## config.mk

```make
export PLATFORM = sky130hd
export DESIGN_NAME = axi_arbiter
export DESIGN_NICKNAME = d
export VERILOG_FILES = /design/src/rtl/axi_arb_pkg.sv /design/src/rtl/arb_pick.sv /design/src/rtl/axi_arbiter.sv
export SDC_FILE = /design/constraint.sdc
export NUM_CORES = 1
export LEC_CHECK = 0
export BUFFER_PORTS_ARGS = -buffer_cell sky130_fd_sc_hd__clkbuf_2
export CAP_MARGIN = 10
export CORE_AREA = 3 3 202 204
export DETAILED_ROUTE_END_ITERATION = 7
export DIE_AREA = 0 0 205 207
export PLACE_DENSITY = 0.35
export SYNTH_ARGS = -nofsm -noshare
export SYNTH_HDL_FRONTEND = slang
export SYNTH_SLANG_ARGS = --single-unit
export TNS_END_PERCENT = 10
```

## constraint.sdc

```tcl
create_clock -name ACLK -period 2.3 [get_ports ACLK]
set_input_delay 0.345 -clock ACLK [delete_from_list [all_inputs] [get_ports ACLK]]
set_output_delay 0.345 -clock ACLK [all_outputs]
set_load 0.05 [all_outputs]
```

## src/rtl/axi_arb_pkg.sv

```systemverilog
// Shared types and constants for the two-master pmem port arbiter.
// Build option ARB_RR_EN selects round-robin arbitration between the masters.
package axi_arb_pkg;

   localparam int AXI_ADDR_W = 32;
   localparam int AXI_DATA_W = 64;

   localparam logic MST_M0 = 1'b0;
   localparam logic MST_M1 = 1'b1;

   typedef enum logic [1:0] {
      IDLE  = 2'd0,
      RD_M0 = 2'd1,
      RD_M1 = 2'd2,
      WR_M1 = 2'd3
   } arb_state_t;

endpackage

```

## src/rtl/arb_pick.sv

```systemverilog
// Combinational next-grant selection among the pending IFU/LSU requests.
// ARB_RR_EN: the m0/m1 choice follows rr_ptr; otherwise fixed WR_M1 > RD_M1 > RD_M0.
module arb_pick
   import axi_arb_pkg::*;
(
   input  logic       m0_rd_req,
   input  logic       m1_rd_req,
   input  logic       m1_wr_req,
`ifdef ARB_RR_EN
   input  logic       rr_ptr,
`endif
   output arb_state_t grant
);

   always_comb begin
      grant = IDLE;
`ifdef ARB_RR_EN
      // m1 wins when it has the pointer or m0 is not asking; a store still beats a load.
      if ((m1_wr_req || m1_rd_req) && (rr_ptr == MST_M1 || !m0_rd_req))
         grant = m1_wr_req ? WR_M1 : RD_M1;
      else if (m0_rd_req)
         grant = RD_M0;
`else
      if (m1_wr_req)
         grant = WR_M1;
      else if (m1_rd_req)
         grant = RD_M1;
      else if (m0_rd_req)
         grant = RD_M0;
`endif
   end

endmodule

```

## src/rtl/axi_arbiter.sv

```systemverilog
// Shares the single pmem port between the IFU (m0, reads) and LSU (m1, reads/writes).
// One transaction in flight; define ARB_RR_EN for round-robin between m0 and m1.
module axi_arbiter
   import axi_arb_pkg::*;
#(
   parameter int ADDR_W = AXI_ADDR_W,
   parameter int DATA_W = AXI_DATA_W
) (
   input  logic                ACLK,
   input  logic                ARESETn,
   input  logic                m0_arvalid,
   output logic                m0_arready,
   input  logic [ADDR_W-1:0]   m0_araddr,
   output logic                m0_rvalid,
   input  logic                m0_rready,
   output logic [DATA_W-1:0]   m0_rdata,
   input  logic                m1_arvalid,
   output logic                m1_arready,
   input  logic [ADDR_W-1:0]   m1_araddr,
   output logic                m1_rvalid,
   input  logic                m1_rready,
   output logic [DATA_W-1:0]   m1_rdata,
   input  logic                m1_awvalid,
   output logic                m1_awready,
   input  logic [ADDR_W-1:0]   m1_awaddr,
   input  logic                m1_wvalid,
   output logic                m1_wready,
   input  logic [DATA_W-1:0]   m1_wdata,
   input  logic [DATA_W/8-1:0] m1_wstrb,
   output logic                m1_bvalid,
   input  logic                m1_bready,
   output logic                s_arvalid,
   input  logic                s_arready,
   output logic [ADDR_W-1:0]   s_araddr,
   input  logic                s_rvalid,
   output logic                s_rready,
   input  logic [DATA_W-1:0]   s_rdata,
   output logic                s_awvalid,
   input  logic                s_awready,
   output logic [ADDR_W-1:0]   s_awaddr,
   output logic                s_wvalid,
   input  logic                s_wready,
   output logic [DATA_W-1:0]   s_wdata,
   output logic [DATA_W/8-1:0] s_wstrb,
   input  logic                s_bvalid,
   output logic                s_bready
);

   arb_state_t state, state_nx, pick_grant;
   logic       ar_done, ar_done_nx;
   logic       aw_done, aw_done_nx;
   logic       w_done, w_done_nx;
   logic       xfer_done;

`ifdef ARB_RR_EN
   logic       rr_ptr;
`endif

   arb_pick u_pick (
      .m0_rd_req (m0_arvalid),
      .m1_rd_req (m1_arvalid),
      .m1_wr_req (m1_awvalid),
`ifdef ARB_RR_EN
      .rr_ptr    (rr_ptr),
`endif
      .grant     (pick_grant)
   );

   // NOTE: sequential state uses non-blocking assignments so every register samples pre-edge values.
   always_ff @(posedge ACLK or negedge ARESETn) begin
      if (!ARESETn) begin
         state   <= IDLE;
         ar_done <= 1'b0;
         aw_done <= 1'b0;
         w_done  <= 1'b0;
      end else begin
         state   <= state_nx;
         ar_done <= ar_done_nx;
         aw_done <= aw_done_nx;
         w_done  <= w_done_nx;
      end
   end

`ifdef ARB_RR_EN
   // After a completed grant the other master gets first claim.
   always_ff @(posedge ACLK or negedge ARESETn) begin
      if (!ARESETn)
         rr_ptr <= MST_M0;
      else if (xfer_done)
         rr_ptr <= (state == RD_M0) ? MST_M1 : MST_M0;
   end
`endif

   // NOTE: every output of this block gets a default first, so no path can infer a latch.
   always_comb begin
      state_nx   = state;
      ar_done_nx = ar_done;
      aw_done_nx = aw_done;
      w_done_nx  = w_done;
      xfer_done  = 1'b0;
      m0_arready = 1'b0;
      m0_rvalid  = 1'b0;
      m0_rdata   = '0;
      m1_arready = 1'b0;
      m1_rvalid  = 1'b0;
      m1_rdata   = '0;
      m1_awready = 1'b0;
      m1_wready  = 1'b0;
      m1_bvalid  = 1'b0;
      s_arvalid  = 1'b0;
      s_araddr   = '0;
      s_rready   = 1'b0;
      s_awvalid  = 1'b0;
      s_awaddr   = '0;
      s_wvalid   = 1'b0;
      s_wdata    = '0;
      s_wstrb    = '0;
      s_bready   = 1'b0;

      case (state)
         IDLE: state_nx = pick_grant;
         RD_M0: begin
            s_arvalid  = m0_arvalid && !ar_done;
            s_araddr   = m0_araddr;
            m0_arready = s_arready && !ar_done;
            s_rready   = m0_rready;
            m0_rvalid  = s_rvalid;
            m0_rdata   = s_rdata;
            if (s_arvalid && s_arready) ar_done_nx = 1'b1;
            xfer_done  = s_rvalid && m0_rready;
         end
         RD_M1: begin
            s_arvalid  = m1_arvalid && !ar_done;
            s_araddr   = m1_araddr;
            m1_arready = s_arready && !ar_done;
            s_rready   = m1_rready;
            m1_rvalid  = s_rvalid;
            m1_rdata   = s_rdata;
            if (s_arvalid && s_arready) ar_done_nx = 1'b1;
            xfer_done  = s_rvalid && m1_rready;
         end
         WR_M1: begin
            // AW and W run independently; each is issued only until its own handshake.
            s_awvalid  = m1_awvalid && !aw_done;
            s_awaddr   = m1_awaddr;
            m1_awready = s_awready && !aw_done;
            s_wvalid   = m1_wvalid && !w_done;
            s_wdata    = m1_wdata;
            s_wstrb    = m1_wstrb;
            m1_wready  = s_wready && !w_done;
            s_bready   = m1_bready;
            m1_bvalid  = s_bvalid;
            if (s_awvalid && s_awready) aw_done_nx = 1'b1;
            if (s_wvalid && s_wready) w_done_nx = 1'b1;
            xfer_done  = s_bvalid && m1_bready;
         end
         default: state_nx = IDLE;
      endcase

      if (xfer_done) begin
         state_nx   = IDLE;
         ar_done_nx = 1'b0;
         aw_done_nx = 1'b0;
         w_done_nx  = 1'b0;
      end
   end

endmodule

```

==> metrics.csv <==
metric,value,unit
cp-end-kind,output port,
core_region_area,0.03946,mm²
grt-ovfl-total,0,
worst_pin_slew,0.3375,ns
drive_gt1_share,62.19,%
finalCriticalPeriod,2.178,ns
final_cell_area,0.006113,mm²
async_flop_share,100.0,%
crit_type,reg -> out,
fp-row-count,73,
slew_headroom,77.50,%
antenna_left,0,
ys_warn_count,0,
rsz0062_at_grt,true,
dpl-instance-area,0.005933,mm²
firstDrtPassIters,4,
wl_per_cell,13.03,µm
synth.most_common_cell,and2_1,
r2r_end,ar_done,
timing.hold.ws,0.4030,ns
fin_crit_sh,94.68,%
synthCells,381,
drc,0,
antenna_cells,0,
placed_cells,1396,
ir_drop,0.5000,mV
ys_types,23,
reg2reg_from,state[0],
netlist.top_cell.by_area,and2_1,
place_congestion,0.8188,
cts_tree,yes,
num_vias,4528,
cts-htree-levels,1,
synthesis.nets,632,
grtUsageTotal,7.364,%
grt_max_degree,101,
ys_ff_latch,5,
setup_viol,0,
cp.required,1.96,ns
die_area,0.04244,mm²
finalClockSkew,0.003435,ns
dpl.hpwl,15.58,mm
port_buffers,521,
initial_core_util,6.336,%
cts_made_buffers,3,
worstPathArrival,1.83,ns
fin_nets,1130,
synth_ff_type,dfrtp_1,
leakage,3.421,nW
wl,18.28,mm
outcome,finished clean,
clk_path_buf_depth,2,
slew_violations,0,
holdPathStages,3,
yosysSeqAreaShare,5.005,%
postCtsSetupBuffers,0,
syn_avg_cell_area,6.561,µm²
ios,522,
synth_common_cells,"and2_1 (236), clkbuf_1 (36), a22oi_1 (34)",
die_x,205,µm
first_global_vias,4455,
grt_pass1_wl,24.64,mm
hold_viol,0,
cts_num_sinks,5,
root_buffer,clkbuf_16,
hp-class,in -> reg,
synth_area,0.002500,mm²
drt_first_iter_violations,147,
crit_end,m0_rdata[15],
cp_max_fo,81,
fmax,459.2,MHz
total_power,10.67,mW
maxCapViolations,0,
yosysTopAreaCellShare,59.06,%
power_density,1745,mW/mm²
cts.clk_slew.worst_paths,0.03,ns
r2r_cells,6,
crit_start,state[1],
viasPerCell,3.227,
clock_latency,0.23,ns
synth_edf_count,0,
yosys-top-cells-area,"and2_1 (59%), a22oi_1 (10%), nor2b_1 (8.3%), clkbuf_1 (5.4%), dfrtp_1 (5.0%)",
fin_cells,1403,
fp.dieH,207,µm
startpoint_type,flip-flop,
antenna_found_initial,2,
syn_to_final_growth,144.5,%
r2r_slack,0.37,ns
registers in the layout, indices dropped and copies added, names as in the netlist:
signal,cells
aw_done,1
ar_done,1
w_done,1
state,2
routing by layer:
layer,wire (µm),GRT usage [%],up-vias
met5,26,0,-
met4,365,1.626,4
met3,1837,1.886,14
met2,10040,15.21,308
met1,6014,7.113,1996
li1,-,-,2206
where the power goes:
part	switching (mW)	internal (mW)	leakage [nW]
Sequential	0.0761	0.136	0.0584
Clock	0.0537	0.229	0.0382
Combinational	7.45	2.72	3.32
Total	7.58	3.09	3.42
worst min path at each step:
stage | to | from
detailed placement | aw_done | ARESETn
global placement | aw_done | ARESETn
global route | w_done | s_wready
finish | w_done | s_wready
CTS | w_done | s_wready
floorplan | ar_done | ARESETn
worst max-delay path, cell delays in order (launching register included):
cell      delay [ns]
dfrtp_2         0.46
inv_1           0.11
ha_2            0.21
buf_12          0.25
and2_1          0.22
clkbuf_2        0.29
cell families after synthesis:
logic type / after synthesis / share of synthesized area, %
and+or+nand+nor: 284 / 71.27
AOI/OAI and AO/OA: 46 / 14.31
buffers and inverters: 40 / 6.306
adders and majority gates: 5 / 2.503
DFF: 5 / 5.005
muxes: 1 / 0.6004
layout by cell type (no fill, tap or decap), drive strengths merged:
cell type      n
inv            3
o21bai         1
nor3           1
mux2           1
nand3b         1
dfrtp          5
o31ai          1
clkbuf       513
nor2b         33
a32oi          1
dlygate4sd3    1
and3b          6
a211oi         1
nor2           5
buf           20
a21oi          6
o32ai          1
and2         236
nor3b          1
ha             5
a22o           1
a22oi         34
nand3          1
per-stage QoR:
stage	TNS [ns]	setup slack [ns]	util [%]
2_1_floorplan	-1.044	-0.1048	-
3_3_place_gp	0	0.2361	15.04
3_5_place_dp	0	0.2203	15.04
4_1_cts	0	0.01568	15.27
5_1_grt	-0.07941	-0.04852	15.49
6_report	0	0.1223	15.49
area by class of cell:
class,count,area (µm²)
flip-flops and latches,5,126.4
clock buffers,4,78.83
repair buffers,530,2988
fillers,4595,33340
multi-input cells,336,2252
well taps,525,656.9
inverters,3,11.26
repair_timing:
action / in CTS / in global routing
endpoints found under the hold margin: 5 / 0
pin swaps: 0 / 0
cloned: 0 / 2
resized for setup: 1 / 21
setup endpoints to repair: 1 / 49
hold buffers: 1 / 0
(Power assumes the default switching activity.)
